--- config.mk ---
export PLATFORM = sky130hd
export DESIGN_NAME = soi_capture_sched
export DESIGN_NICKNAME = d
export VERILOG_FILES = /design/src/rtl/soi_obs_pkg.sv /design/src/rtl/soi_rec_fifo.sv /design/src/rtl/soi_capture_sched.sv
export SDC_FILE = /design/constraint.sdc
export NUM_CORES = 1
export LEC_CHECK = 0
export ABC_AREA = 1
export CAP_MARGIN = 20
export CORE_ASPECT_RATIO = 0.9
export CORE_MARGIN = 10
export CORE_UTILIZATION = 30
export DETAILED_ROUTE_END_ITERATION = 16
export PLACE_DENSITY = 0.49
export RECOVER_POWER = 50
export SLEW_MARGIN = 30
export SYNTH_ARGS = -nofsm -noshare
export SYNTH_HDL_FRONTEND = slang
export SYNTH_SLANG_ARGS = --single-unit
--- constraint.sdc ---
create_clock -name i_clk -period 3.9 [get_ports i_clk]
set_input_delay 0.78 -clock i_clk [delete_from_list [all_inputs] [get_ports i_clk]]
set_output_delay 0.78 -clock i_clk [all_outputs]
set_load 0.05 [all_outputs]
--- src/rtl/soi_obs_pkg.sv ---
// rtl/soi_obs_pkg.sv - shared types, constants and round-robin pick helper for the SOI capture scheduler
// Contents: soi_rec_t record layout (ch, data, ts), DROP_W drop-counter width, MAX_CH channel ceiling,
//           rr_pick() first-set-at-or-after-pointer search.
package soi_obs_pkg;

  localparam int DROP_W = 8;
  localparam int MAX_CH = 16;

  // Record layout at its widest; instances use only the low bits of each field.
  typedef struct packed {
    logic [3:0]  ch;
    logic [31:0] data;
    logic [31:0] ts;
  } soi_rec_t;

  typedef struct packed {
    logic       found;
    logic [3:0] idx;
  } rr_pick_t;

  // First set bit of pend at or after ptr, wrapping modulo n.
  function automatic rr_pick_t rr_pick(input logic [MAX_CH-1:0] pend,
                                       input logic [3:0]        ptr,
                                       input int                n);
    rr_pick_t r;
    int       idx;
    r.found = 1'b0;
    r.idx   = '0;
    for (int i = 0; i < MAX_CH; i++) begin
      idx = (int'(ptr) + i) % n;
      if (i < n && !r.found && pend[idx]) begin
        r.found = 1'b1;
        r.idx   = idx[3:0];
      end
    end
    return r;
  endfunction

endpackage

--- src/rtl/soi_rec_fifo.sv ---
// rtl/soi_rec_fifo.sv - synchronous record FIFO with full/empty/level
// Ports: i_clk, i_rst_n (async, active low), i_push/i_wdata write side, i_pop read side,
//        o_rdata head word (zero while empty), o_full, o_empty, o_level records held.
module soi_rec_fifo #(
  parameter int W     = 8,
  parameter int DEPTH = 8
) (
  input  logic                   i_clk,
  input  logic                   i_rst_n,
  input  logic                   i_push,
  input  logic [W-1:0]           i_wdata,
  input  logic                   i_pop,
  output logic [W-1:0]           o_rdata,
  output logic                   o_full,
  output logic                   o_empty,
  output logic [$clog2(DEPTH):0] o_level
);

  localparam int AW = $clog2(DEPTH);

  logic [W-1:0]  r_mem [DEPTH];
  logic [AW-1:0] r_wr_ptr;
  logic [AW-1:0] r_rd_ptr;
  logic [AW:0]   r_level;
  logic          w_push_ok;
  logic          w_pop_ok;

  assign o_full    = (r_level == (AW+1)'(DEPTH));
  assign o_empty   = (r_level == '0);
  assign o_level   = r_level;
  // Head is forced to zero when empty so the record outputs read 0 out of reset.
  assign o_rdata   = o_empty ? '0 : r_mem[r_rd_ptr];
  assign w_pop_ok  = i_pop & ~o_empty;
  assign w_push_ok = i_push & (~o_full | w_pop_ok);

  always_ff @(posedge i_clk or negedge i_rst_n) begin
    if (!i_rst_n) begin
      r_wr_ptr <= '0;
      r_rd_ptr <= '0;
      r_level  <= '0;
    end else begin
      if (w_push_ok) r_wr_ptr <= r_wr_ptr + AW'(1);
      if (w_pop_ok)  r_rd_ptr <= r_rd_ptr + AW'(1);
      case ({w_push_ok, w_pop_ok})
        2'b10:   r_level <= r_level + (AW+1)'(1);
        2'b01:   r_level <= r_level - (AW+1)'(1);
        default: r_level <= r_level;
      endcase
    end
  end

  always_ff @(posedge i_clk) begin
    if (w_push_ok) r_mem[r_wr_ptr] <= i_wdata;
  end

endmodule

--- src/rtl/soi_capture_sched.sv ---
// rtl/soi_capture_sched.sv - SOI capture scheduler: per-channel hold, round-robin grant into a shared record FIFO
// Ports: i_clk, i_rst_n (async, active low), i_enable strobe gate, i_ch_stb/i_ch_data probe inputs,
//        o_rec_valid/i_rec_ready/o_rec_ch/o_rec_data host record port, o_rec_ts (SOI_TIMESTAMP_EN only),
//        o_fifo_level, i_drop_clr/o_drop_cnt saturating drop counter.
// Optional feature macro: SOI_TIMESTAMP_EN adds a free-running timestamp sampled at strobe time.
module soi_capture_sched
  import soi_obs_pkg::*;
#(
  parameter int NUM_CH = 4,
  parameter int DATA_W = 8,
  parameter int DEPTH  = 8,
  parameter int TS_W   = 16
) (
  input  logic                       i_clk,
  input  logic                       i_rst_n,
  input  logic                       i_enable,
  input  logic [NUM_CH-1:0]          i_ch_stb,
  input  logic [NUM_CH*DATA_W-1:0]   i_ch_data,
  output logic                       o_rec_valid,
  input  logic                       i_rec_ready,
  output logic [$clog2(NUM_CH)-1:0]  o_rec_ch,
  output logic [DATA_W-1:0]          o_rec_data,
`ifdef SOI_TIMESTAMP_EN
  output logic [TS_W-1:0]            o_rec_ts,
`endif
  output logic [$clog2(DEPTH):0]     o_fifo_level,
  input  logic                       i_drop_clr,
  output logic [DROP_W-1:0]          o_drop_cnt
);

  localparam int CH_W = $clog2(NUM_CH);
`ifdef SOI_TIMESTAMP_EN
  localparam int TS_ON = 1;
`else
  localparam int TS_ON = 0;
`endif
  localparam int TS_BITS = TS_W * TS_ON;
  localparam int REC_W   = TS_BITS + CH_W + DATA_W;

  logic [NUM_CH-1:0] r_pend;
  logic [DATA_W-1:0] r_hold [NUM_CH];
  logic [CH_W-1:0]   r_rr_ptr;
  logic [DROP_W-1:0] r_drop_cnt;

  logic              w_pop;
  logic              w_full;
  logic              w_empty;
  logic              w_can_push;
  logic [MAX_CH-1:0] w_pend16;
  logic [3:0]        w_ptr4;
  rr_pick_t          w_pick;
  logic              w_grant;
  logic [CH_W-1:0]   w_gnt_ch;
  logic [CH_W-1:0]   w_rr_next;
  logic [NUM_CH-1:0] w_gnt_vec;
  logic [NUM_CH-1:0] w_stb_ok;
  logic [NUM_CH-1:0] w_drop_vec;
  logic [NUM_CH-1:0] w_accept;
  logic [4:0]        w_drop_n;
  logic [DROP_W-1:0] w_drop_base;
  logic [DROP_W:0]   w_drop_sum;
  logic [DROP_W-1:0] w_drop_next;
  logic [REC_W-1:0]  w_push_word;
  logic [REC_W-1:0]  w_head_word;

`ifdef SOI_TIMESTAMP_EN
  logic [TS_W-1:0]   r_ts;
  logic [TS_W-1:0]   r_ts_hold [NUM_CH];
`endif

  // A full FIFO can still take a record when the host pops in the same cycle.
  assign w_pop      = o_rec_valid & i_rec_ready;
  assign w_can_push = ~w_full | w_pop;

  always_comb begin
    w_pend16               = '0;
    w_pend16[NUM_CH-1:0]   = r_pend;
    w_ptr4                 = '0;
    w_ptr4[CH_W-1:0]       = r_rr_ptr;
    w_pick                 = rr_pick(w_pend16, w_ptr4, NUM_CH);
  end

  assign w_grant   = w_pick.found & w_can_push;
  assign w_gnt_ch  = CH_W'(w_pick.idx);
  assign w_rr_next = (w_gnt_ch == CH_W'(NUM_CH-1)) ? '0 : w_gnt_ch + CH_W'(1);

  always_comb begin
    w_gnt_vec = '0;
    if (w_grant) w_gnt_vec[w_gnt_ch] = 1'b1;
  end

  // A strobe on the channel being granted this cycle refills the hold and is not a drop.
  assign w_stb_ok   = i_ch_stb & {NUM_CH{i_enable}};
  assign w_drop_vec = w_stb_ok & r_pend & ~w_gnt_vec;
  assign w_accept   = w_stb_ok & ~w_drop_vec;

  always_comb begin
    w_drop_n = '0;
    for (int k = 0; k < NUM_CH; k++) begin
      w_drop_n = w_drop_n + 5'(w_drop_vec[k]);
    end
    w_drop_base = i_drop_clr ? '0 : r_drop_cnt;
    w_drop_sum  = (DROP_W+1)'(w_drop_base) + (DROP_W+1)'(w_drop_n);
    w_drop_next = w_drop_sum[DROP_W] ? '1 : w_drop_sum[DROP_W-1:0];
  end

  always_ff @(posedge i_clk or negedge i_rst_n) begin
    if (!i_rst_n) begin
      r_pend     <= '0;
      r_rr_ptr   <= '0;
      r_drop_cnt <= '0;
    end else begin
      r_pend     <= (r_pend & ~w_gnt_vec) | w_accept;
      r_drop_cnt <= w_drop_next;
      if (w_grant) r_rr_ptr <= w_rr_next;
    end
  end

  // Hold contents are only meaningful while pending, so they need no reset.
  always_ff @(posedge i_clk) begin
    for (int k = 0; k < NUM_CH; k++) begin
      if (w_accept[k]) r_hold[k] <= i_ch_data[k*DATA_W +: DATA_W];
    end
  end

`ifdef SOI_TIMESTAMP_EN
  always_ff @(posedge i_clk or negedge i_rst_n) begin
    if (!i_rst_n) r_ts <= '0;
    else          r_ts <= r_ts + TS_W'(1);
  end

  always_ff @(posedge i_clk) begin
    for (int k = 0; k < NUM_CH; k++) begin
      if (w_accept[k]) r_ts_hold[k] <= r_ts;
    end
  end
`endif

  always_comb begin
    w_push_word                       = '0;
    w_push_word[CH_W+DATA_W-1:0]      = {w_gnt_ch, r_hold[w_gnt_ch]};
`ifdef SOI_TIMESTAMP_EN
    w_push_word[REC_W-1 -: TS_W]      = r_ts_hold[w_gnt_ch];
`endif
  end

  soi_rec_fifo #(
    .W     (REC_W),
    .DEPTH (DEPTH)
  ) u_fifo (
    .i_clk   (i_clk),
    .i_rst_n (i_rst_n),
    .i_push  (w_grant),
    .i_wdata (w_push_word),
    .i_pop   (w_pop),
    .o_rdata (w_head_word),
    .o_full  (w_full),
    .o_empty (w_empty),
    .o_level (o_fifo_level)
  );

  assign o_rec_valid = ~w_empty;
  assign o_rec_data  = w_head_word[DATA_W-1:0];
  assign o_rec_ch    = w_head_word[CH_W+DATA_W-1:DATA_W];
`ifdef SOI_TIMESTAMP_EN
  assign o_rec_ts    = w_head_word[REC_W-1 -: TS_W];
`endif
  assign o_drop_cnt  = r_drop_cnt;

endmodule
# Word level (Yosys, flattened, before mapping)
# Memory sizes are Yosys's and may differ from the RTL's.
# Index checks and enable logic that the tools add are counted.
classes:
  eq_ne: 4
  addsub: 12
  n_bitwise: 19
  muxes: 33
  magnitude_cmp: 6
  shifts: 0
  mul: 0
  div: 0
  reduce_logical: 12
op_table:
  columns: ["operator", "n"]
  rows:
  - ["bitwise AND 4 bit", 5]
  - ["two-way mux 5 bit", 4]
  - ["< comparator 3 x 6 -> 1 bit, second input constant", 3]
  - ["two-way mux 1 bit", 18]
  - ["two-way mux 8 bit", 2]
  - ["two-way mux 10 bit", 1]
  - ["adder 8 x 4 -> 9 bit", 1]
  - ["binary-select mux 1 bit (select 3 bit)", 3]
  - ["inverter 4 bit", 2]
  - ["case mux 4 bit (2 select lines)", 1]
  - ["adder 3 x 1 -> 3 bit, second input constant", 2]
  - ["OR reduction 2 bit", 3]
  - ["< comparator 2 x 5 -> 1 bit, second input constant", 1]
  - ["adder 2 x 1 -> 2 bit, second input constant", 2]
  - ["adder 2 bit, second input constant", 2]
  - ["adder 3 x 1 -> 4 bit", 1]
  - ["adder 4 x 1 -> 4 bit, second input constant", 1]
  - ["bitwise AND 1 bit", 4]
  - ["== test 2 bit, second input constant", 2]
  - ["== test 4 bit, second input constant", 1]
  - ["logical AND 1 bit", 4]
  - ["zero test 4 bit", 1]
  - ["two-way mux 4 bit", 1]
  - ["bitwise OR 4 bit", 1]
  - ["14 further kinds", 20]
totals:
  ramBits: 112
  input_bits: 41
  mem_count: 2
  latchBits: 0
  reg_bits: 24
  romBits: 0
memory_table:
  columns: ["name", "depth", "width", "read_ports", "rd_clocked_by_memory_dff", "write_ports", "line_no", "source"]
  rows:
  - ["u_fifo.r_mem", 8, 10, 1, 0, 1, "soi_rec_fifo.sv:21", "logic [W-1:0] r_mem [DEPTH];"]
  - ["r_hold", 4, 8, 1, 0, 4, "soi_capture_sched.sv:41", "logic [DATA_W-1:0] r_hold [NUM_CH];"]

# Depth between registers and ports, before layout
# Gate-level depths: netlist of the first run.
depth:
  word_depth: 26
  depth_mapped: 25
  depth_no_buf: 24

# By module
# Synthesis of the first run repeated with hierarchy kept, for this count alone.
hier_totals:
  cells_unflattened: 619
  hier_area_um2: 6308.6
modules_own_cells:
  columns: ["module", "seq_area_each_um2", "area_per_inst_um2", "cells_per_inst", "instances"]
  rows:
  - ["soi_rec_fifo", 2652.5, 3809.9, 326, 1]
  - ["soi_capture_sched", 1311.3, 2498.6, 293, 1]

# Least setup slack after synthesis of the first run
# Ideal clock, no wire load.
synth_path:
  path_kind: "register to register"
  from: "register r_rr_ptr[0]"
  to: "register r_drop_cnt[4] (netlist: o_drop_cnt[4])"
  path_slack_ps: 111
  synth_period_minus_slack_ps: 3789
  arrival_ps: 3643
  stages_incl_launch_ff: 24
  path_buffers: 3
  cell_sequence: "dfrtp_1 buf_6 nand2_2 nand3_2 nand2_2 inv_2 a21oi_1 nand2_2 nand2_4 buf_6 ha_1 inv_1 o21ai_1 or2_1 inv_1 fa_1 ha_1 fa_1 nand2_1 a21oi_1 nand3_1 or3_1 clkbuf_1 o211ai_1"
synth_via:
  elab_chain_len: 26
  elab_cells_between_ends: 44
  classes_between: "7 x add/sub; 2 x order compare; 19 x mux; 6 x bitwise; 10 x reduce/logical"
synth_rtl:
  columns: ["item", "line_no", "source"]
  rows:
  - ["start, declared", "soi_capture_sched.sv:42", "logic [CH_W-1:0] r_rr_ptr;"]
  - ["start signal, assigned", "soi_capture_sched.sv:115", "if (w_grant) r_rr_ptr <= w_rr_next;"]
  - ["adder 2 x 1 -> 2 bit", "soi_obs_pkg.sv:30", "idx = (int'(ptr) + i) % n;"]
  - ["OR reduction 2 bit (no source line)", null, null]
  - ["bitwise AND 1 bit (no source line)", null, null]
  - ["binary-select mux 1 bit (select 3 bit)", "soi_obs_pkg.sv:31", "if (i < n && !r.found && pend[idx]) begin"]
  - ["two-way mux 1 bit (not written as such) (2 in a row)", "soi_obs_pkg.sv:31", null]
  - ["logical AND 1 bit", "soi_obs_pkg.sv:31", null]
  - ["two-way mux 5 bit", "soi_obs_pkg.sv:31", null]
  - ["zero test 1 bit", "soi_obs_pkg.sv:31", null]
  - ["[10 not listed]", null, null]
  - ["inverter 4 bit *", "soi_capture_sched.sv:94", "assign w_drop_vec = w_stb_ok & r_pend & ~w_gnt_vec;"]
  - ["bitwise AND 4 bit *", "soi_capture_sched.sv:94", null]
  - ["adder 1 x 1 -> 2 bit", "soi_capture_sched.sv:100", "w_drop_n = w_drop_n + 5'(w_drop_vec[k]);"]
  - ["adder 2 x 1 -> 3 bit", "soi_capture_sched.sv:100", null]
  - ["adder 3 x 1 -> 4 bit *", "soi_capture_sched.sv:100", null]
  - ["adder 8 x 4 -> 9 bit *", "soi_capture_sched.sv:103", "w_drop_sum = (DROP_W+1)'(w_drop_base) + (DROP_W+1)'(w_drop_n);"]
  - ["two-way mux 8 bit *", "soi_capture_sched.sv:104", "w_drop_next = w_drop_sum[DROP_W] ? '1 : w_drop_sum[DROP_W-1:0];"]
  - ["named net w_drop_next[4]", "soi_capture_sched.sv:62", "logic [DROP_W-1:0] w_drop_next;"]
  - ["end signal, assigned", "soi_capture_sched.sv:114", "r_drop_cnt <= w_drop_next;"]
  - ["end, declared", "soi_capture_sched.sv:43", "logic [DROP_W-1:0] r_drop_cnt;"]
# The timed path passes the listed nets; every way through them passes the cells marked *. The select of a mux whose other input is x is not followed.
# A chain may end at the register's enable or synchronous reset.

# Worst setup path after layout of the first run
# Same ends and word-level chain as after synthesis.

==> summary.txt, run 1 <==
Post-synthesis average cell area: 10.64 µm²
Total of fill cells in the finished design: 1932
Startpoint type of the worst setup path: flip-flop
Count of input and output buffers: 63
Number of enable-type register cells in the synthesized netlist: 112
Arr. time, crit path: 4.10 ns
Width of the die: 171.7 µm
Proportion of layout cells with a drive suffix above 1: 18.76%
Final-layout worst hold slack: 0.5250 ns
Cell Count, Final, Fillers Out: 948
Leading cell type in the layout, fill and taps excluded: sky130_fd_sc_hd__edfxtp_1
Worst setup path category: reg -> reg
Kind of end point of the critical path: flip-flop
Number of hold buffers added after CTS: 0
Wirelength per Cell: 15.62 µm
Critical-path maximum fanout: 7
CTS Buffer Depth: 2
Transition at the pin with the smallest max-transition slack: 1.371 ns
Initial Utilization: 30.79%
Crit Reg-Reg Startpoint: r_rr_ptr[0]$_DFFE_PN0P_
Slack of the worst reg-to-reg path: 0.13 ns
Number of hold violations in the final report: 0
Initial DRC Count: 289
Number of global-route vias before repair: 4415
Routability Congestion: 0.7684
Maximum number of pins on one net before global-route repair: 42
DP Cell Count: 911
Final cycle utilization of the critical path: 96.65%
Number of cells on the worst reg-to-reg path: 21
Highest attainable clock frequency: 265.3 MHz
IO Pins: 64
Number of buffers added by the clock tree synthesis step: 17
Area taken by multi-input logic gates: 0.002058 mm²
Fin Clk Skew: 0.01033 ns
Growth of design area from synthesis to finish: 29.03%
Die area: 0.02687 mm²
Critical register-to-register path endpoint: o_drop_cnt[4]$_DFF_PN0_
Number of core rows: 49
Proportion of synthesized flip-flops having asynchronous set or reset: 17.65%
Number of iterations in the first detailed-routing pass: 5
Max-cap violation count: 0
Share of synthesized area occupied by flip-flops and latches: 63.82%
Antenna cells: 0
Final count of negative-setup-slack endpoints: 0
Synth Net Count: 639
Result of the run: finished, final reports clean
Post-Place Setup Slack: -0.2559 ns
Commonest cells after routing, fill and taps aside: sky130_fd_sc_hd__edfxtp_1, sky130_fd_sc_hd__nand2_1, sky130_fd_sc_hd__nor2_1
Cell area after synthesis: 0.006211 mm²
Combined global-route utilization of all metal layers: 11.35%
Clock transition at the registers of the reported paths: 0.06 ns
Total number of clock tree sinks: 136
Post-route setup TNS: 0 ns
DRC violation count after routing: 0
Routed WL: 14810 µm
Total number of vias: 4300
Remaining antenna violation count after routing: 0
First-pass GRT wire length: 23730 µm
Mean number of vias per cell: 4.536
Worst hold path class: reg -> reg
Clock tree from TritonCTS: yes
Seq cells post-synth: 136
Source-to-sink clock delay at the later pin of the worst-skew pair: 0.42 ns
Number of levels the H-tree was split into: 4
CP required: 4.23 ns
Core area: 0.02017 mm²
Count of distinct cell types in the synthesized netlist: 36
Final setup margin: 0.1306 ns
Max transition margin: 8.567%
Worst Setup SP: r_rr_ptr[0]$_DFFE_PN0P_
Overall overflow remaining after global route: 0
Library cell used as clock root buffer: sky130_fd_sc_hd__clkbuf_16
Die extent in y: 156.5 µm
Number of instances in the synthesized netlist: 584
Layout Nets: 735
Dominant synthesized flop cell: sky130_fd_sc_hd__edfxtp_1
Count of warnings emitted by yosys: 0
Shortest period the worst path allows: 3.769 ns
Antenna violations before repair: 0
Worst setup path endpoint: o_drop_cnt[4]$_DFF_PN0_
Area of all sequential standard cells: 0.003966 mm²
Number of max-slew violations in the final report: 0
Detailed-placement wirelength estimate: 10380 µm
==> final cells by class <==
type / instances / area share [%]
Tap cell: 255 / 3.981
Multi-Input combinational cell: 358 / 25.68
Clock buffer: 19 / 5.402
Clock inverter: 13 / 1.499
Inverter: 71 / 3.419
Timing Repair Buffer: 96 / 10.52
Sequential cell: 136 / 49.49
==> sequential cells by signal (all words and copies together), names as in the netlist <==
signal / flops
o_drop_cnt: 8
r_hold: 32
r_pend: 4
r_rr_ptr: 2
u_fifo.o_level: 4
u_fifo.r_mem: 80
u_fifo.r_rd_ptr: 3
u_fifo.r_wr_ptr: 3
==> synth_stat cells, types with 2 or more instances <==
cell,count,area [µm²]
sky130_fd_sc_hd__nor2_8,2,40.04
sky130_fd_sc_hd__or2_1,2,12.51
sky130_fd_sc_hd__nand3_1,27,135.1
sky130_fd_sc_hd__nand2_2,9,56.30
sky130_fd_sc_hd__a21oi_1,8,40.04
sky130_fd_sc_hd__o22ai_1,10,62.56
sky130_fd_sc_hd__a31oi_1,10,62.56
sky130_fd_sc_hd__nand3b_2,2,22.52
sky130_fd_sc_hd__o21ai_0,47,235.2
sky130_fd_sc_hd__or2_2,2,12.51
sky130_fd_sc_hd__nor2_1,84,315.3
sky130_fd_sc_hd__buf_6,3,33.78
sky130_fd_sc_hd__nand2_4,3,33.78
sky130_fd_sc_hd__nor3_1,2,10.01
sky130_fd_sc_hd__xor2_1,5,43.79
sky130_fd_sc_hd__o21ai_1,12,60.06
sky130_fd_sc_hd__clkbuf_1,15,56.30
sky130_fd_sc_hd__nand3_2,7,70.07
sky130_fd_sc_hd__fa_1,3,60.06
sky130_fd_sc_hd__dfrtp_1,24,600.6
sky130_fd_sc_hd__inv_2,6,22.52
sky130_fd_sc_hd__nand2_1,102,382.9
sky130_fd_sc_hd__ha_1,11,137.6
sky130_fd_sc_hd__inv_1,65,244.0
sky130_fd_sc_hd__edfxtp_1,112,3363
==> worst min path at each step <==
| stage | from | to | cells after the start |
|---|---|---|---|
| finish | u_fifo.o_level[0]$_DFFE_PN0P_ | u_fifo.o_level[0]$_DFFE_PN0P_ | 1 |
| global route | o_drop_cnt[4]$_DFF_PN0_ | o_drop_cnt[4]$_DFF_PN0_ | 1 |
| CTS | i_rst_n | o_drop_cnt[0]$_DFF_PN0_ | 1 |
| detailed placement | r_pend[0]$_DFF_PN0_ | r_pend[0]$_DFF_PN0_ | 2 |
| global placement | o_drop_cnt[4]$_DFF_PN0_ | o_drop_cnt[4]$_DFF_PN0_ | 1 |
| floorplan | i_rst_n | o_drop_cnt[0]$_DFF_PN0_ | 0 |
==> through the flow <==
stage	area [µm²]	util, %
floorplan	6211	-
global placement	7252	35.95
detailed placement	7247	35.93
CTS	7805	38.69
global route	8014	39.73
finish	8014	39.73
==> layer usage <==
metal | vias up | track usage (%) | share of wire (%)
li1 | 2164 | - | -
met1 | 2044 | 14.65 | 49
met2 | 85 | 17.74 | 46
met3 | 7 | 3.747 | 4.4
met4 | 0 | 3.269 | 0.51
met5 | - | 0 | 0
==> cell families (layout without fill, tap and decap cells) <==
kind of cell               after synthesis  count (layout)  synth area share [%]
AOI/OAI and AO/OA                       90              90                 7.857
DFF                                    136             136                 63.82
buffers and inverters                   90             199                 5.802
xor gates and xnor gates                 6               6                0.8461
adders and majority gates               14              14                 3.183
and+or+nand+nor                        248             248                 18.49
==> worst max-delay path: stages, from the launching register on <==
cell                       delay (ns)
sky130_fd_sc_hd__dfrtp_2         0.44
sky130_fd_sc_hd__buf_6           0.15
sky130_fd_sc_hd__nand2_2         0.08
sky130_fd_sc_hd__nand2_4         0.06
sky130_fd_sc_hd__nand2_2         0.08
sky130_fd_sc_hd__nand2_4         0.08
sky130_fd_sc_hd__nor2_8          0.23
sky130_fd_sc_hd__nand3b_4        0.12
sky130_fd_sc_hd__inv_4           0.09
sky130_fd_sc_hd__nor2_8          0.04
sky130_fd_sc_hd__nand3_4         0.09
sky130_fd_sc_hd__nand2_4         0.06
sky130_fd_sc_hd__nor2_4          0.12
sky130_fd_sc_hd__ha_4            0.21
sky130_fd_sc_hd__fa_2            0.58
sky130_fd_sc_hd__ha_4            0.14
sky130_fd_sc_hd__fa_2            0.22
sky130_fd_sc_hd__nand2_2         0.07
sky130_fd_sc_hd__a21oi_2         0.18
sky130_fd_sc_hd__nand3_2         0.09
sky130_fd_sc_hd__or3_4           0.42
sky130_fd_sc_hd__o211ai_1        0.11
==> repair_timing <==
| item | 4_1_cts | 5_1_grt |
|---|---|---|
| pin swaps | 0 | 19 |
| setup endpoints to repair | 5 | 8 |
| setup buffers | 0 | 5 |
| gates resized for setup | 1 | 41 |
Power of run 1 is not shown: default switching activity piles up to over one toggle a cycle in this logic, so the estimate is an artifact.
==> inputs of run 2 (changes only) <==
- PLACE_DENSITY: 0.49 -> 0.48
- clock period: 3.9 -> 4.4 ns (I/O delays scaled with it)
==> run 2 against run 1 <==
Net effect:
- cell count shrank 1.6%
- die area stayed put
- first-iteration DRC count is 34% lower
- clock skew up 0.0029 ns
- hold slack got worse by 0.015 ns
- non-clock buffer count shrank 14
- wire length is 3.4% lower
- flip-flop and latch count unchanged
- clock-buffer cell count shrank 2
- core utilization down 1.2 points
- global-route usage decreased by 0.14 points
- sequential share of layout area grew 1.5 points
==> summary.txt, run 2 (synthesized netlist as in run 1, its figures left out) <==
Remaining antenna violation count after routing: 0 (unchanged)
Final design utilization: 38.56% (was 39.73%)
Worst setup path category: in -> reg (was reg -> reg)
Number of core rows: 49 (unchanged)
Crit Reg-Reg Startpoint: r_rr_ptr[0]$_DFFE_PN0P_ (unchanged)
Width of the die: 171.7 µm (unchanged)
Destination of the worst hold path: o_drop_cnt[4]$_DFF_PN0_ (was u_fifo.o_level[0]$_DFFE_PN0P_)
Area taken by multi-input logic gates: 0.001879 mm² (was 0.002058 mm²)
Worst hold path class: reg -> reg (unchanged)
Hold path start: o_drop_cnt[4]$_DFF_PN0_ (was u_fifo.o_level[0]$_DFFE_PN0P_)
Register ranked first by flip-flop count: u_fifo.r_mem (unchanged)
Library cell used as clock root buffer: sky130_fd_sc_hd__clkbuf_16 (unchanged)
Total number of vias: 4240 (was 4300)
Cell type of the slowest stage on the worst timing path: sky130_fd_sc_hd__dlygate4sd3_1 (was sky130_fd_sc_hd__fa_2)
Stage delay of the slowest cell on the critical path: 0.55 ns (was 0.58 ns)
Initial Utilization: 30.79% (unchanged)
Overall overflow remaining after global route: 0 (unchanged)
Number of global-route vias before repair: 4283 (was 4415)
Combined global-route utilization of all metal layers: 11.21% (was 11.35%)
Mean number of vias per cell: 4.544 (was 4.536)
Critical-path maximum fanout: 7 (unchanged)
Kind of end point of the critical path: flip-flop (unchanged)
Number of cells on the worst hold path: 1 (unchanged)
Source-to-sink clock delay at the later pin of the worst-skew pair: 0.42 ns (about the same)
Detailed-placement wirelength estimate: 10160 µm (was 10380 µm)
Die extent in y: 156.5 µm (unchanged)
Die area: 0.02687 mm² (unchanged)
Slack of the worst reg-to-reg path: 0.45 ns (was 0.13 ns)
Cell breakdown of the critical path: dlygate4sd3_1 > nand2_1 > nand4_1 > nand2_4 > inv_1 > nand3_1 > nand2_1 > nor2_1 > ha_1 > fa_1 > ha_1 > fa_1 > nand2_1 > a21oi_1 > nand3_1 > or3_1 > o211ai_1 (was buf_6 > nand2_2 > nand2_4 > nand2_2 > nand2_4 > nor2_8 > nand3b_4 > inv_4 > nor2_8 > nand3_4 > nand2_4 > nor2_4 > ha_4 > fa_2 > ha_4 > fa_2 > nand2_2 > a21oi_2 > nand3_2 > or3_4 > o211ai_1)
Count of input and output buffers: 63 (unchanged)
Total of fill cells in the finished design: 1961 (was 1932)
Routability Congestion: 0.7953 (was 0.7684)
CP required: 4.72 ns (was 4.23 ns)
Arr. time, crit path: 4.36 ns (was 4.10 ns)
First-pass GRT wire length: 23230 µm (was 23730 µm)
Total number of clock tree sinks: 136 (unchanged)
Number of buffers added by the clock tree synthesis step: 17 (unchanged)
Number of iterations in the first detailed-routing pass: 4 (was 5)
Final count of negative-setup-slack endpoints: 0 (unchanged)
Antenna violations before repair: 0 (unchanged)
Startpoint type of the worst setup path: input pin (was flip-flop)
Clock tree from TritonCTS: yes (unchanged)
Growth of design area from synthesis to finish: 25.24% (was 29.03%)
Core area: 0.02017 mm² (unchanged)
Result of the run: finished, final reports clean (unchanged)
Number of max-slew violations in the final report: 0 (unchanged)
Initial DRC Count: 192 (was 289)
Post-route setup TNS: 0 ns (unchanged)
CTS Buffer Depth: 2 (unchanged)
Critical register-to-register path endpoint: o_drop_cnt[4]$_DFF_PN0_ (unchanged)
IO Pins: 64 (unchanged)
Most common cell type on the critical path: sky130_fd_sc_hd__nand2_1
DRC violation count after routing: 0 (unchanged)
Delay-heaviest family, CP: simple AND/OR/NAND/NOR gates (unchanged)
Area of all sequential standard cells: 0.003965 mm² (was 0.003966 mm²)
Wirelength per Cell: 15.33 µm (was 15.62 µm)
Leading cell type in the layout, fill and taps excluded: sky130_fd_sc_hd__edfxtp_1 (unchanged)
Layout Nets: 721 (was 735)
Transition at the pin with the smallest max-transition slack: 1.396 ns (was 1.371 ns)
Fin Clk Skew: 0.01323 ns (was 0.01033 ns)
Clock transition at the registers of the reported paths: 0.06 ns (about the same)
Number of hold violations in the final report: 0 (unchanged)
Final cycle utilization of the critical path: 91.69%
Highest attainable clock frequency: 247.9 MHz
Flip-flop count of the largest register, all copies and words added: 80 (unchanged)
Maximum number of pins on one net before global-route repair: 42 (unchanged)
Max transition margin: 6.962% (was 8.567%)
Antenna cells: 0 (unchanged)
Shortest period the worst path allows: 4.034 ns
RSZ-0062 raised after global routing: false
Proportion of layout cells with a drive suffix above 1: 11.36% (was 18.76%)
Routed WL: 14310 µm (was 14810 µm)
Max-cap violation count: 0 (unchanged)
Buffers plus inverters on the worst setup path: 2 (unchanged)
Number of cells on the worst reg-to-reg path: 21 (unchanged)
Number of levels the H-tree was split into: 4 (unchanged)
Commonest cells after routing, fill and taps aside: sky130_fd_sc_hd__edfxtp_1, sky130_fd_sc_hd__nand2_1, sky130_fd_sc_hd__nor2_1 (unchanged)
==> run 2: worst register-to-register path, stage by stage, from the launching register on <==
cell and delay, ns:
sky130_fd_sc_hd__dfrtp_2 0.44, sky130_fd_sc_hd__buf_4 0.16, sky130_fd_sc_hd__nand2_2 0.06, sky130_fd_sc_hd__nand3_1 0.11, sky130_fd_sc_hd__nand2_2 0.17, sky130_fd_sc_hd__inv_2 0.07, sky130_fd_sc_hd__a21oi_1 0.13, sky130_fd_sc_hd__nand2_1 0.11
sky130_fd_sc_hd__nand2_4 0.10, sky130_fd_sc_hd__ha_1 0.14, sky130_fd_sc_hd__inv_1 0.04, sky130_fd_sc_hd__o21ai_1 0.22, sky130_fd_sc_hd__or2_1 0.14, sky130_fd_sc_hd__inv_1 0.05, sky130_fd_sc_hd__fa_1 0.41, sky130_fd_sc_hd__ha_1 0.34
sky130_fd_sc_hd__fa_1 0.21, sky130_fd_sc_hd__nand2_1 0.08, sky130_fd_sc_hd__a21oi_1 0.17, sky130_fd_sc_hd__nand3_1 0.13, sky130_fd_sc_hd__or3_1 0.44, sky130_fd_sc_hd__o211ai_1 0.13
==> run 2: final cells by class <==
class / count / share of cell area (%)
inverters: 71 / 3.426
well taps: 255 / 4.102
clock inverters: 14 / 2.397
clock buffers: 17 / 5.469
flip-flops and latches: 136 / 50.97
repair buffers: 82 / 9.474
multi-input cells: 358 / 24.16
==> run 2: through the flow <==
stage,setup WS (ns),area (µm²),hold WS (ns),cells
2_1_floorplan,0.6105,6211,0.4834,584
4_1_cts,0.1806,7799,0.4705,930
3_3_place_gp,0.1744,7187,0.4978,899
3_5_place_dp,0.09066,7187,0.5041,899
5_1_grt,0.05835,7779,0.5189,933
6_report,0.3656,7779,0.5099,933
==> run 2: worst max-delay path by stage <==
stage / from / to / depth (start not counted)
finish: i_rec_ready / o_drop_cnt[4]$_DFF_PN0_ / 17
global route: i_rec_ready / o_drop_cnt[4]$_DFF_PN0_ / 17
CTS: r_rr_ptr[0]$_DFFE_PN0P_ / o_drop_cnt[4]$_DFF_PN0_ / 21
detailed placement: i_rec_ready / o_drop_cnt[4]$_DFF_PN0_ / 17
global placement: i_rec_ready / o_drop_cnt[4]$_DFF_PN0_ / 17
floorplan: r_rr_ptr[0]$_DFFE_PN0P_ / o_drop_cnt[4]$_DFF_PN0_ / 23
==> run 2: metal layers <==
metal  vias up  share of wire [%]  GRT usage (%)
met2        94                 45          16.88
met4         0               0.50          3.930
met1      2006                 48          14.71
met3         4                6.5          3.747
li1       2136                  -              -
met5         -                  0              0
==> run 2: what timing repair did <==
item / CTS / global route
buffers inserted: 0 / 3
hold endpoints to repair: 0 / 0
endpoints found under the setup margin: 0 / 7
gates resized for setup: 0 / 1
hold buffers: 0 / 0
Power of run 2 is left out for the same reason.
==> inputs of run 3 (changes only) <==
- CORE_UTILIZATION: 30 -> 33
- PLACE_DENSITY: 0.48 -> 0.51
==> run 3 against run 2 <==
Net effect:
- core utilization is 3.1 points higher
- first-iteration DRC count is 56% higher
- wire length is 2.8% lower
==> summary.txt, run 3 (synthesized netlist as in run 1, its figures left out) <==
Kind of end point of the critical path: flip-flop (unchanged)
Leading cell type in the layout, fill and taps excluded: sky130_fd_sc_hd__edfxtp_1 (unchanged)
Met1 wire length: 6680 µm (was 6858 µm)
Stage delay of the slowest cell on the critical path: 0.55 ns (about the same)
Core area: 0.01847 mm² (was 0.02017 mm²)
Slack of the worst reg-to-reg path: 0.40 ns (was 0.45 ns)
Shortest period the worst path allows: 4.052 ns (was 4.034 ns)
IO Pins: 64 (unchanged)
Post-route setup TNS: 0 ns (unchanged)
Transition at the pin with the smallest max-transition slack: 1.373 ns (was 1.396 ns)
Number of hold buffers added after CTS: 0 (unchanged)
Final design utilization: 41.62% (was 38.56%)
Final std cell area, no fill: 0.007686 mm² (was 0.007779 mm²)
Worst setup path category: in -> reg (unchanged)
Startpoint type of the worst setup path: input pin (unchanged)
Final cycle utilization of the critical path: 92.08% (was 91.69%)
Number of core rows: 47 (was 49)
Cell breakdown of the critical path: dlygate4sd3_1 > nand2_1 > nand4_1 > nand2_4 > inv_1 > nand3_1 > nand2_1 > nor2_1 > ha_1 > fa_1 > ha_1 > fa_1 > nand2_1 > a21oi_1 > nand3_1 > or3_4 > o21ai_0 (was dlygate4sd3_1 > nand2_1 > nand4_1 > nand2_4 > inv_1 > nand3_1 > nand2_1 > nor2_1 > ha_1 > fa_1 > ha_1 > fa_1 > nand2_1 > a21oi_1 > nand3_1 > or3_1 > o211ai_1)
Total number of vias: 4169 (was 4240)
Most common cell type on the critical path: sky130_fd_sc_hd__nand2_1 (unchanged)
Total of fill cells in the finished design: 1783 (was 1961)
Flip-flop count of the largest register, all copies and words added: 80 (unchanged)
Met3 Routed Length: 838 µm (was 929 µm)
Growth of design area from synthesis to finish: 23.75% (was 25.24%)
Critical-path maximum fanout: 7 (unchanged)
Max-cap violation count: 0 (unchanged)
Number of buffers added by the clock tree synthesis step: 17 (unchanged)
Number of hold violations in the final report: 0 (unchanged)
Combined global-route utilization of all metal layers: 11.76% (was 11.21%)
Library cell used as clock root buffer: sky130_fd_sc_hd__clkbuf_16 (unchanged)
Number of max-slew violations in the final report: 0 (unchanged)
Routed WL: 13900 µm (was 14310 µm)
Final count of negative-setup-slack endpoints: 0 (unchanged)
Final-layout worst hold slack: 0.5001 ns (was 0.5099 ns)
Source-to-sink clock delay at the later pin of the worst-skew pair: 0.41 ns (was 0.42 ns)
Arr. time, crit path: 4.37 ns (was 4.36 ns)
Clock tree from TritonCTS: yes (unchanged)
Layout Nets: 716 (was 721)
Number of levels the H-tree was split into: 4 (unchanged)
Antenna cells: 0 (unchanged)
Highest attainable clock frequency: 246.8 MHz (was 247.9 MHz)
Number of cells on the worst reg-to-reg path: 20 (was 21)
Antenna violations before repair: 0 (unchanged)
Total cell area at the placement stage: 0.007157 mm² (was 0.007187 mm²)
Fin Clk Skew: 0.008754 ns (was 0.01323 ns)
Commonest cells after routing, fill and taps aside: sky130_fd_sc_hd__edfxtp_1, sky130_fd_sc_hd__nand2_1, sky130_fd_sc_hd__nor2_1 (unchanged)
Initial DRC Count: 299 (was 192)
Wirelength per Cell: 15.13 µm (was 15.33 µm)
Count of input and output buffers: 63 (unchanged)
Number of cells on the worst hold path: 1 (unchanged)
Number of global-route vias before repair: 4158 (was 4283)
Overall overflow remaining after global route: 0 (unchanged)
DRC violation count after routing: 0 (unchanged)
Max transition margin: 8.493% (was 6.962%)
Routed length on met2: 6253 µm (was 6445 µm)
Width of the die: 164.6 µm (was 171.7 µm)
Hold path start: o_drop_cnt[4]$_DFF_PN0_ (unchanged)
CP required: 4.72 ns (about the same)
Buffers plus inverters on the worst setup path: 2 (unchanged)
Destination of the worst hold path: o_drop_cnt[4]$_DFF_PN0_ (unchanged)
Proportion of layout cells with a drive suffix above 1: 11.13% (was 11.36%)
Register ranked first by flip-flop count: u_fifo.r_mem (unchanged)
Mean number of vias per cell: 4.536 (was 4.544)
Critical register-to-register path endpoint: o_drop_cnt[2]$_DFF_PN0_ (was o_drop_cnt[4]$_DFF_PN0_)
Die area: 0.02472 mm² (was 0.02687 mm²)
First-pass GRT wire length: 22380 µm (was 23230 µm)
Routability Congestion: 0.7833 (was 0.7953)
Result of the run: finished, final reports clean (unchanged)
Worst hold path class: reg -> reg (unchanged)
Maximum number of pins on one net before global-route repair: 42 (unchanged)
RSZ-0062 raised after global routing: false (unchanged)
Total number of clock tree sinks: 136 (unchanged)
Die extent in y: 150.2 µm (was 156.5 µm)
Remaining antenna violation count after routing: 0 (unchanged)
CTS Buffer Depth: 2 (unchanged)
Number of iterations in the first detailed-routing pass: 4 (unchanged)
Clock transition at the registers of the reported paths: 0.06 ns (about the same)
Top layer used by detailed routing: met4 (unchanged)
Crit Reg-Reg Startpoint: r_rr_ptr[0]$_DFFE_PN0P_ (unchanged)
Detailed-placement wirelength estimate: 9684 µm (was 10160 µm)
Initial Utilization: 33.64% (was 30.79%)
Cell type of the slowest stage on the worst timing path: sky130_fd_sc_hd__dlygate4sd3_1 (unchanged)
Delay-heaviest family, CP: simple AND/OR/NAND/NOR gates (unchanged)
==> run 3: changes by cell type in the layout (fill, tap and decap cells not counted), sizes merged <==
cell	before	now
dlygate4sd3	33	35
inv	77	73
buf	11	7
clkinv	3	10
bufinv	3	1
clkbuf	26	25
clkdlybuf4s50	29	27
==> run 3: final cells by class <==
class | count | area, µm² | share of cell area, %
Sequential cell | 136 | 3965 | 51.59
Multi-Input combinational cell | 358 | 1888 | 24.56
Timing Repair Buffer | 77 | 703.2 | 9.149
Clock buffer | 17 | 425.4 | 5.535
Tap cell | 245 | 306.5 | 3.988
Inverter | 71 | 269.0 | 3.500
Clock inverter | 15 | 128.9 | 1.677
==> run 3: worst max path at each step <==
| stage | end | startpoint | cells after the start | slack [ns] |
|---|---|---|---|---|
| 4_1_cts | o_drop_cnt[2]$_DFF_PN0_ | r_rr_ptr[0]$_DFFE_PN0P_ | 20 | 0.13 |
| 3_3_place_gp | o_drop_cnt[4]$_DFF_PN0_ | i_rec_ready | 17 | 0.18 |
| 2_1_floorplan | o_drop_cnt[4]$_DFF_PN0_ | r_rr_ptr[0]$_DFFE_PN0P_ | 23 | 0.61 |
| 5_1_grt | o_drop_cnt[2]$_DFF_PN0_ | r_rr_ptr[0]$_DFFE_PN0P_ | 20 | 0.03 |
| 3_5_place_dp | o_drop_cnt[2]$_DFF_PN0_ | i_rec_ready | 17 | 0.04 |
| 6_report | o_drop_cnt[2]$_DFF_PN0_ | i_rec_ready | 17 | 0.35 |
==> run 3: per-stage QoR <==
stage | setup WS [ns] | instances
finish | 0.3484 | 919
global placement | 0.1832 | 887
floorplan | 0.6105 | 584
CTS | 0.1301 | 919
global route | 0.03077 | 919
detailed placement | 0.03873 | 887
==> run 3: routing by layer <==
metal | global-route usage [%] | vias up
met4 | 3.850 | 0
met1 | 15.47 | 1947
met5 | 0 | -
met2 | 17.78 | 90
li1 | - | 2124
met3 | 4.068 | 8
==> run 3: what timing repair did <==
item | CTS | global route
resized for setup | 0 | 3
setup endpoints to repair | 0 | 7
buffers inserted | 0 | 0
Power of run 3 is left out for the same reason.
